<file path="src/rtl/niu_sii_dma_req_tx.sv">
// NIU->SII DMA request transmitter: header/payload sequencing, OQ/BQ credits, parity.
// Optional NIU_SII_PAR_INJ_EN: inj_par_err flips niu_sii_parity[0] on the beat it is registered with.
module niu_sii_dma_req_tx #(
   parameter int OQ_CREDITS = 4,
   parameter int BQ_CREDITS = 4
) (
   input  logic         iol2clk,
   input  logic         iol2_rst,
   input  logic         req_vld,
   output logic         req_rdy,
   input  logic         req_wr,
   input  logic         req_sz16,
   input  logic         req_byp,
   input  logic [15:0]  req_tag,
   input  logic [39:0]  req_pa,
   input  logic [127:0] wr_data,
   input  logic [15:0]  wr_be,
   output logic         wr_data_rd,
   output logic         niu_sii_hdr_vld,
   output logic         niu_sii_reqbypass,
   output logic         niu_sii_datareq,
   output logic         niu_sii_datareq16,
   output logic [127:0] niu_sii_data,
   output logic [7:0]   niu_sii_parity,
   output logic [15:0]  niu_sii_be,
   input  logic         sii_niu_oqdq,
   input  logic         sii_niu_bqdq,
   output logic         cred_err,
   input  logic         inj_par_err
);

   localparam logic [1:0] ST_IDLE = 2'd0;
   localparam logic [1:0] ST_HDR  = 2'd1;
   localparam logic [1:0] ST_PAY  = 2'd2;

   localparam logic [3:0] OQ_MAX = 4'(OQ_CREDITS);
   localparam logic [3:0] BQ_MAX = 4'(BQ_CREDITS);

   logic [1:0]   state_reg, state_next;
   logic [2:0]   beat_cnt_reg, beat_cnt_next;
   logic         cur_wr_reg, cur_sz16_reg;
   logic [3:0]   oq_cred_reg, oq_cred_next;
   logic [3:0]   bq_cred_reg, bq_cred_next;
   logic         cred_err_reg, cred_err_next;

   logic         hdr_vld_reg, reqbypass_reg, datareq_reg, datareq16_reg;
   logic [127:0] data_reg, data_next;
   logic [15:0]  be_reg, be_next;
   logic [7:0]   parity_reg, parity_next, parity_calc;

   logic         last_beat, cred_ok, state_ok, accept, pop;
   logic         oq_take, bq_take;

   // beat_cnt_reg counts payload beats still to be shown, including the current one
   assign last_beat = (beat_cnt_reg == 3'd1);
   assign cred_ok   = req_byp ? (bq_cred_reg != 4'd0) : (oq_cred_reg != 4'd0);
   assign state_ok  = (state_reg == ST_IDLE)
                    | ((state_reg == ST_HDR) & ~cur_wr_reg)
                    | ((state_reg == ST_PAY) & last_beat);
   assign accept    = req_vld & cred_ok & state_ok & ~iol2_rst;

   // A beat is popped whenever another payload beat still has to be registered
   assign pop = ~iol2_rst & (((state_reg == ST_HDR) & cur_wr_reg)
                           | ((state_reg == ST_PAY) & ~last_beat));

   assign req_rdy    = accept;
   assign wr_data_rd = pop;

   always_comb begin
      state_next    = ST_IDLE;
      beat_cnt_next = beat_cnt_reg;
      case (state_reg)
         ST_IDLE: begin
            if (accept) state_next = ST_HDR;
         end
         ST_HDR: begin
            if (cur_wr_reg) begin
               state_next    = ST_PAY;
               beat_cnt_next = cur_sz16_reg ? 3'd1 : 3'd4;
            end else if (accept) begin
               state_next = ST_HDR;
            end
         end
         ST_PAY: begin
            if (last_beat) begin
               state_next    = accept ? ST_HDR : ST_IDLE;
               beat_cnt_next = 3'd0;
            end else begin
               state_next    = ST_PAY;
               beat_cnt_next = beat_cnt_reg - 3'd1;
            end
         end
         default: state_next = ST_IDLE;
      endcase
   end

   // Accept and pop are mutually exclusive by construction of state_ok and pop
   always_comb begin
      data_next = '0;
      be_next   = '0;
      if (accept) begin
         data_next = {48'd0, req_tag, 24'd0, req_pa};
      end else if (pop) begin
         data_next = wr_data;
         be_next   = wr_be;
      end
   end

   generate
      for (genvar gi = 0; gi < 8; gi++) begin : g_par
         assign parity_calc[gi] = ^data_next[16*gi +: 16];
      end
   endgenerate

`ifdef NIU_SII_PAR_INJ_EN
   assign parity_next = parity_calc ^ {7'd0, inj_par_err & (accept | pop)};
`else
   logic par_inj_unused;
   assign par_inj_unused = inj_par_err;
   assign parity_next    = parity_calc;
`endif

   assign oq_take = accept & ~req_byp;
   assign bq_take = accept & req_byp;

   always_comb begin
      oq_cred_next = oq_cred_reg;
      if (oq_take & ~sii_niu_oqdq)
         oq_cred_next = oq_cred_reg - 4'd1;
      else if (~oq_take & sii_niu_oqdq & (oq_cred_reg != OQ_MAX))
         oq_cred_next = oq_cred_reg + 4'd1;
   end

   always_comb begin
      bq_cred_next = bq_cred_reg;
      if (bq_take & ~sii_niu_bqdq)
         bq_cred_next = bq_cred_reg - 4'd1;
      else if (~bq_take & sii_niu_bqdq & (bq_cred_reg != BQ_MAX))
         bq_cred_next = bq_cred_reg + 4'd1;
   end

   // A return with the counter already full means SII returned a credit it never had
   assign cred_err_next = cred_err_reg
                        | (sii_niu_oqdq & (oq_cred_reg == OQ_MAX))
                        | (sii_niu_bqdq & (bq_cred_reg == BQ_MAX));

   always_ff @(posedge iol2clk) begin
      if (iol2_rst) begin
         state_reg     <= ST_IDLE;
         beat_cnt_reg  <= 3'd0;
         cur_wr_reg    <= 1'b0;
         cur_sz16_reg  <= 1'b0;
         oq_cred_reg   <= OQ_MAX;
         bq_cred_reg   <= BQ_MAX;
         cred_err_reg  <= 1'b0;
         hdr_vld_reg   <= 1'b0;
         reqbypass_reg <= 1'b0;
         datareq_reg   <= 1'b0;
         datareq16_reg <= 1'b0;
         data_reg      <= '0;
         be_reg        <= '0;
         parity_reg    <= '0;
      end else begin
         state_reg     <= state_next;
         beat_cnt_reg  <= beat_cnt_next;
         if (accept) begin
            cur_wr_reg   <= req_wr;
            cur_sz16_reg <= req_wr & req_sz16;
         end
         oq_cred_reg   <= oq_cred_next;
         bq_cred_reg   <= bq_cred_next;
         cred_err_reg  <= cred_err_next;
         hdr_vld_reg   <= accept;
         reqbypass_reg <= accept & req_byp;
         datareq_reg   <= accept & req_wr;
         datareq16_reg <= accept & req_wr & req_sz16;
         data_reg      <= data_next;
         be_reg        <= be_next;
         parity_reg    <= parity_next;
      end
   end

   assign niu_sii_hdr_vld   = hdr_vld_reg;
   assign niu_sii_reqbypass = reqbypass_reg;
   assign niu_sii_datareq   = datareq_reg;
   assign niu_sii_datareq16 = datareq16_reg;
   assign niu_sii_data      = data_reg;
   assign niu_sii_be        = be_reg;
   assign niu_sii_parity    = parity_reg;
   assign cred_err          = cred_err_reg;

endmodule

</file>
<file path="config.mk">
export PLATFORM = sky130hd
export DESIGN_NAME = niu_sii_dma_req_tx
export DESIGN_NICKNAME = d
export VERILOG_FILES = /design/src/rtl/niu_sii_dma_req_tx.sv
export SDC_FILE = /design/constraint.sdc
export NUM_CORES = 1
export LEC_CHECK = 0
export BUFFER_PORTS_ARGS = -buffer_cell sky130_fd_sc_hd__buf_2
export CAP_MARGIN = 40
export CORE_MARGIN = 4
export CORE_UTILIZATION = 35
export DETAILED_ROUTE_END_ITERATION = 7
export GPL_ROUTABILITY_DRIVEN = 0
export MAX_ROUTING_LAYER = met4
export PLACE_DENSITY = 0.63
export SETUP_SLACK_MARGIN = 0.15
export SLEW_MARGIN = 20
export SYNTH_ARGS = -nofsm -noshare
export SYNTH_HDL_FRONTEND = slang
export SYNTH_SLANG_ARGS = --single-unit
</file>
<file path="constraint.sdc">
create_clock -name iol2clk -period 6.55 [get_ports iol2clk]
set_clock_uncertainty 0.1 [all_clocks]
set_input_delay 0.655 -clock iol2clk [delete_from_list [all_inputs] [get_ports iol2clk]]
set_output_delay 0.655 -clock iol2clk [all_outputs]
set_load 0.01 [all_outputs]
</file>
# Yosys cells after proc, flatten, opt, wreduce, memory -nomap -nowiden

Index checks and enable logic that the tools add are counted.

Register bits after elaboration: 172
Latch bits: 0
Bits in writable memories: 0
ROM bits: 0
Bits of input ports: 209
Output and inout port bits: 159
Word-level logic and storage cells: 93
Memories: 0

Add/sub/neg operators: 5
Multiply operators: 0
Div/mod/pow operators: 0
Magnitude comparators: 0
Equality and inequality tests: 8
Shifts and indexed selects: 0
Muxes and demuxes: 15
Bitwise logic cells: 35
Reductions and logical operators: 16

Operators with widths:

| operator                                                                 | count |
|---|---|
| 128-bit two-way mux                                                      | 2 |
| 16-bit parity                                                            | 8 |
| 1-bit bitwise AND                                                        | 21 |
| 4-bit two-way mux                                                        | 4 |
| 3-bit two-way mux                                                        | 3 |
| 1-bit NOT                                                                | 9 |
| 4-bit by 1-bit adder with 4-bit output (second input constant)           | 2 |
| 4-bit by 3-bit equality test with 1-bit output (second input constant)   | 2 |
| 4-bit by 3-bit inequality test with 1-bit output (second input constant) | 2 |
| 4-bit nonzero test                                                       | 2 |
| 4-bit by 1-bit subtractor with 4-bit output (second input constant)      | 2 |
| 2-bit one-hot mux with 3 select lines                                    | 1 |
| 3-bit one-hot mux with 2 select lines                                    | 1 |
| 2-bit nonzero test                                                       | 3 |
| 1-bit bitwise OR                                                         | 5 |
| 2-bit two-way mux                                                        | 2 |
| 3-bit by 1-bit equality test with 1-bit output (second input constant)   | 1 |
| 3-bit OR reduction                                                       | 1 |
| 3-bit by 1-bit subtractor with 3-bit output (second input constant)      | 1 |
| 2-bit by 1-bit equality test with 1-bit output (second input constant)   | 1 |
| 2-bit equality test (second input constant)                              | 1 |
| 2-bit logical NOT                                                        | 1 |
| 1-bit two-way mux                                                        | 2 |
| 2-bit inequality test (second input constant)                            | 1 |
| 2-bit AND reduction                                                      | 1 |

# Depth between registers and ports, before layout

Gate-level depths: netlist (run 1).

Depth after elaboration: 12
Depth in mapped cells: 14
Depth with buffers taken out: 12

# Least setup slack after synthesis (run 1)

Ideal clock, no wire load.

Kind: input port to output port
Start point: input port iol2_rst
End point: output port req_rdy
Data arrival time: 2.099 ns
Data required time: 5.795 ns
Slack: 3.696 ns
Stages on the path: 7
Buffers on the path: 4
Cells stage by stage: clkbuf_1 > nor2b_1 > nand3_2 > inv_2 > buf_2 > clkbuf_1 > clkbuf_1

Cells in the longest elaborated chain, start to end: 2

RTL lines:

| item              | RTL line | text |
|---|---|---|
| from (decl)       | 8        | `input logic iol2_rst,` |
| 1-bit NOT         | 60       | `assign accept = req_vld & cred_ok & state_ok & ~iol2_rst;` |
| 1-bit bitwise AND | 60       |  |
| to (decl)         | 10       | `output logic req_rdy,` |

Every way passes these cells.

# Worst setup path after layout (run 1)

Start point: register beat_cnt_reg[1]
End point: register parity_reg[2], in the netlist niu_sii_parity[2]

Cells in the longest elaborated chain, start to end: 8
Elaborated cells between the ends (all ways): 12
Those cells by class: eq/ne: 1; mux: 2; bitwise: 8; reduce/logical: 1

RTL lines:

| item                                               | RTL line | text |
|---|---|---|
| from (decl)                                        | 40       | `logic [2:0] beat_cnt_reg, beat_cnt_next;` |
| from (signal assigned)                             | 165      | `beat_cnt_reg <= beat_cnt_next;` |
| 3-bit by 1-bit equality test with 1-bit output (*) | 55       | `assign last_beat = (beat_cnt_reg == 3'd1);` |
| 1-bit NOT                                          | 64       | `\| ((state_reg == ST_PAY) & ~last_beat));` |
| 1-bit bitwise AND                                  | 64       |  |
| 1-bit bitwise OR                                   | 64       |  |
| 1-bit bitwise AND                                  | 63       | `assign pop = ~iol2_rst & (((state_reg == ST_HDR) & cur_wr_reg)` |
| 128-bit two-way mux                                | 103      | `end else if (pop) begin` |
| 128-bit two-way mux (*)                            | 101      | `if (accept) begin` |
| 16-bit parity (*)                                  | 111      | `assign parity_calc[gi] = ^data_next[16*gi +: 16];` |
| to (signal assigned)                               | 179      | `parity_reg <= parity_next;` |
| to (decl)                                          | 49       | `logic [7:0] parity_reg, parity_next, parity_calc;` |

Every way passes the cells marked *; elsewhere a longest branch is shown, timed or not.
A chain may end at the register's enable or synchronous reset.

==> impl_metrics.tcl, run 1 <==
set metrics [dict create \
    p_per_area_nw_per_um2 254 \
    die_w_um 153 \
    viasPerCell 4.62 \
    endpoint_kind "flop" \
    rr_endpoint "niu_sii_parity[2]" \
    peakVddDrop_mv 0.161 \
    antenna_found_initial 2 \
    dpl.hpwl_um 16600 \
    synth_nets 956 \
    area_delta_synth_final_pct 36.2 \
    combinationalPowerShare_pct 15.2 \
    p_seq_share_pct 43.3 \
    p_total_uw 2540 \
    critPathBufInv 4 \
    maxSlewViolCount 0 \
    numPlacedInstances 1345 \
    cp_cell_sequence "inv_1, ha_1, nand2b_1, a21oi_4, or2_4, inv_4, buf_12, buf_4, a22o_2, xnor2_2, xnor2_1, xnor2_1, xnor2_1" \
    p_leak_uw 0.00484 \
    post-route-min-period_ns 3.60 \
    initial_core_util_pct 35.9 \
    clk_latency_ns 0.43 \
    drive_above_1_share_pct 37.8 \
    arrival_ns 3.82 \
    htreeDepth 4 \
    ys.flop_type "dfxtp_1" \
    largest_register_ffs 128 \
    cp.required_ns 6.77 \
    syn_inst 743 \
    ys_types 50 \
    io_pins 368 \
    clk_pin_slew_worst_paths_ns 0.09 \
    grt_usage_pct 18.1 \
    drt-met1-wl_um 8350 \
    r2r_cells 13 \
    final_cells 1380 \
    vias 6377 \
    slowest_delay_ns 0.61 \
    slew_headroom_pct 52.9 \
    cts_tree "yes" \
    path_common_cell "xnor2_1" \
    ys_ff_latch 172 \
    crit_fanout 92 \
    p_sw_uw 721 \
    first_pass_iters 4 \
    cts_root_buffer "clkbuf_16" \
    crit_path_start_kind "flop" \
    worstReg2RegStart "beat_cnt_reg[1]" \
    post_drt_wl_per_cell_um 15.5 \
    ys_top_cells_by_area "dfxtp_1, xnor2_1, and2_1, a22o_1, a21oi_1" \
    antenna_left 0 \
    numCtsBuffers 17 \
    setup_viol 0 \
    synth_area_per_cell_um2 9.84 \
    io_buffers 366 \
    drtIter0Drc 237 \
    clock.fmax_ghz 0.278 \
    p_sw_share_pct 28.4 \
    min_to "niu_sii_be[15]" \
    rsz0062_at_grt "false" \
    dieArea_um2 23300 \
    maxCapViolations 0 \
    synth_top_area_share_pct 47.1 \
    post-route-period-util_pct 55.0 \
    status "finished clean" \
    top_layer_used "met4" \
    finalWirelength_um 21400 \
    crit_slowest_cell "buf_4" \
    cp_top_family "buffers and inverters" \
    power.clock.fraction_pct 41.4 \
    ys_warn_count 0 \
    final_common_cell "buf_2" \
    route.met2.wl_um 10400 \
    min_from "wr_be[15]" \
    route.detailed.drc 0 \
    core_um2 20400 \
    criticalPathCategory "reg -> reg" \
    post_cts_resized 0 \
    cts_buffer_depth 2 \
    grt_max_degree 93 \
    cts_setup_buffers 0 \
    first_global_vias 6153 \
    die_h_um 153 \
    hold_violations 0 \
    hp-class "in -> reg" \
    grt.overflow.total 0 \
    worst_pin_slew_ns 0.705 \
    grt_pass1_wl_um 32800 \
    layout_common_cells "buf_2, dfxtp_1, and2_1" \
    worstHoldPathCells 2 \
    cts_hold_buffers 0 \
    cts.sinks 172 \
    rows 52 \
    synth_area_um2 7310 \
    tns_ns 0 \
    synth_top_area_cell "dfxtp_1" \
    synth_edf_count 0 \
    layout.nets 1307 \
    wl_met3_um 2230 \
    yosysSeqAreaShare_pct 47.1 \
    synthArstFlopShare_pct 0 \
    reg2reg_slack_ns 2.95 \
    p_int_uw 1810 \
]
-- power groups by stage --
stage / clock network (uW) / registers, uW / logic, uW
finish: 1050 / 1100 / 386
CTS: 1080 / 1100 / 392
detailed placement: 0 / 1120 / 390
floorplan: 0 / 1140 / 212
global route: 1120 / 1100 / 426
global placement: 0 / 1120 / 386
-- Yosys cell counts, types with 2 or more instances --
master,number
a22o_2,4
inv_1,6
buf_2,12
nor3b_1,6
nand2_1,9
a21oi_1,66
ha_1,4
or2_2,2
xnor2_2,2
nor4_2,2
nor2b_1,26
xor3_1,3
o21ai_0,19
a22oi_1,2
dfxtp_1,172
and2_1,89
nand3b_1,12
o21ai_1,28
nand3_1,13
xnor2_1,68
a21o_1,7
nand2b_1,50
o22ai_1,6
clkbuf_1,19
xnor3_1,3
nor3_1,5
a22o_1,40
mux2i_1,3
buf_6,6
and3_1,2
xor2_1,20
nor2_1,19
-- metrics by stage --
step | hold WS (ns) | cell area [um2] | utilization, % | setup WS, ns
after global placement | 0.394 | 9300 | 45.7 | 2.69
after floorplan | 0.369 | 7310 | - | 3.70
final | 0.312 | 9960 | 48.9 | 2.95
after detailed placement | 0.404 | 9320 | 45.7 | 2.72
after CTS | 0.291 | 9950 | 48.9 | 2.91
after global routing | 0.303 | 9960 | 48.9 | 2.61
-- layer usage --
metal | vias to the layer above | GRT usage, %
met5 | - | -
met3 | 27 | 8.78
li1 | 3219 | -
met4 | 0 | 4.84
met1 | 2898 | 19.5
met2 | 233 | 30.1
-- worst max-delay path by stage --
stage / start / endpoint / cells after the start
after floorplan: iol2_rst / req_rdy / 7
final: beat_cnt_reg[1] / niu_sii_parity[2] / 13
after CTS: beat_cnt_reg[1] / niu_sii_parity[2] / 13
after global placement: iol2_rst / niu_sii_parity[2] / 9
after detailed placement: iol2_rst / niu_sii_parity[2] / 10
after global routing: beat_cnt_reg[1] / niu_sii_parity[2] / 13
-- layout make-up --
type                    count  area [um2]
multi-input cells         526        3640
repair buffers            369        1870
well taps                 270         338
diodes                      3        7.51
fillers                  1944       10400
clock buffers              17         425
inverters                   8        32.5
flip-flops and latches    172        3440
clock inverters            15         211
-- cells by family after synthesis --
logic type | share of synthesized area (%)
and+or+nand+nor | 20.3
AOI/OAI and AO/OA | 15.3
DFF | 47.1
xor gates and xnor gates | 12.9
buffers and inverters | 3.17
muxes | 0.565
adders and majority gates | 0.685
No activity file was read; power rests on OpenSTA's default activity.
==> inputs of run 2 (changes only) <==
Settings changed: PLACE_DENSITY 0.63 to 0.65.
Clock period 6.55 ns to 3.2 ns, I/O delays scaled along.
==> run 2 against run 1 <==
Against the previous run: via count is 2.5% higher; hold slack worse by 0.29 ns; power is 110% higher; global-route usage hardly changed; first-iteration DRC count is 15% lower; design area is 4.8% higher; final cell count is 3.6% higher; critical endpoint is now niu_sii_parity[0].
==> impl_metrics.tcl, run 2 (synthesis gave the netlist of run 1 again) <==
set metrics [dict create \
    status "finished clean" \
    io_pins 368 \
    peakVddDrop_mv 0.320 \
    cts_buffer_depth 2 \
    grt.overflow.total 0 \
    r2r_cells 12 \
    rr_endpoint "niu_sii_parity[0]" \
    core_um2 20400 \
    cts_root_buffer "clkbuf_16" \
    crit_path_start "beat_cnt_reg[1]" \
    clock.fmax_ghz 0.361 \
    cts.sinks 172 \
    cts_setup_buffers 0 \
    cts_tree "yes" \
    tns_ns 0 \
    largest_register_ffs 128 \
    crit_fanout 38 \
    grt_pass1_wl_um 33200 \
    grt_usage_pct 18.1 \
    viasPerCell 4.57 \
    cp.required_ns 3.40 \
    endpoint_kind "flop" \
    numCtsBuffers 17 \
    arrival_ns 2.97 \
    layout.nets 1357 \
    setup_viol 0 \
    hp-class "in -> reg" \
    crit_path_start_kind "flop" \
    worstHoldPathCells 2 \
    p_per_area_nw_per_um2 498 \
    dpl.hpwl_um 16400 \
    htreeDepth 4 \
    post_drt_wl_per_cell_um 14.9 \
    drtIter0Drc 202 \
    io_buffers 366 \
    rows 52 \
    route.met2.wl_um 10400 \
    clk_latency_ns 0.42 \
    antenna_left 0 \
    drt-met1-wl_um 8470 \
    worst_pin_slew_ns 0.603 \
    maxSlewViolCount 0 \
    route.detailed.drc 0 \
    hold_violations 0 \
    post-route-period-util_pct 86.6 \
    criticalPathCategory "reg -> reg" \
    rsz0062_at_grt "false" \
    final_common_cell "buf_2" \
    vias 6537 \
    antenna_found_initial 3 \
    first_global_vias 6418 \
    dieArea_um2 23300 \
    slew_headroom_pct 59.8 \
    drive_above_1_share_pct 36.8 \
    layout_setup_ws_ns 0.429 \
    top_layer_used "met4" \
    area_delta_synth_final_pct 42.8 \
    layout_common_cells "buf_2, dfxtp_1, and2_1" \
    reg2reg_slack_ns 0.43 \
    dp_worst_setup_slack_ns 0.355 \
    first_pass_iters 4 \
    initial_core_util_pct 35.9 \
    finalWirelength_um 21300 \
    die_h_um 153 \
    p_leak_uw 0.00505 \
    grt_max_degree 82 \
    post-route-min-period_ns 2.77 \
    die_w_um 153 \
    wl_met3_um 2040 \
    worstReg2RegStart "beat_cnt_reg[1]" \
    clk_pin_slew_worst_paths_ns 0.09 \
    min_to "niu_sii_data[124]" \
    maxCapViolations 0 \
    min_from "wr_data[124]" \
]
## run 2: worst max-delay path: stages (launching register included)
cell and delay (ns):
dfxtp_1 0.31, inv_1 0.06, ha_1 0.19, nand2b_1 0.19, a21oi_4 0.08, or2_4 0.25, inv_4 0.30, buf_6 0.29
a21oi_1 0.09, a21oi_1 0.15, o21ai_1 0.09, xor2_1 0.21, xnor3_1 0.33
## run 2: per-stage QoR
step                total power (uW)  utilization, %  area (um2)  hold WS, ns  cells
finish                          5200            51.3       10400       0.0216   1430
detailed placement              3100            46.1        9380        0.411   1352
floorplan                       2770               -        7310        0.329    743
global route                    5440            51.3       10400      0.00371   1430
global placement                3090            46.1        9380        0.391   1352
CTS                             5270            51.2       10400    0.0000410   1427
## run 2: timing repair
| action | CTS | global route |
|---|---|---|
| resized for setup | 0 | 2 |
| endpoints found under the setup margin | 0 | 3 |
| endpoints found under the hold margin | 43 | 0 |
| hold buffers | 43 | 0 |
## run 2: area by class of cell
cell class | instances | area (um2)
flip-flops and latches | 172 | 3440
well taps | 270 | 338
clock buffers | 17 | 425
diodes | 3 | 7.51
clock inverters | 15 | 190
repair buffers | 419 | 2370
inverters | 8 | 32.5
fillers | 1877 | 9920
multi-input cells | 526 | 3640
## run 2: where the power goes
group,total (uW),internal (uW),switching [uW]
combinational,836,452,383
sequential,2250,2220,26.7
clock,2110,1070,1040
## run 2: worst max path at each step
stage	endpoint	slack, ns	depth (start not counted)
6_report	niu_sii_parity[0]	0.43	12
2_1_floorplan	oq_cred_reg[2]	0.62	13
3_5_place_dp	niu_sii_parity[0]	0.36	12
4_1_cts	niu_sii_parity[0]	0.34	12
3_3_place_gp	niu_sii_parity[0]	0.41	12
5_1_grt	niu_sii_parity[0]	0.18	12
## run 2: layer usage
layer  vias to the layer above  GRT usage, %
met2                       268          30.1
li1                       3314             -
met5                         -             -
met4                         0          5.64
met1                      2924          20.3
met3                        31          6.96
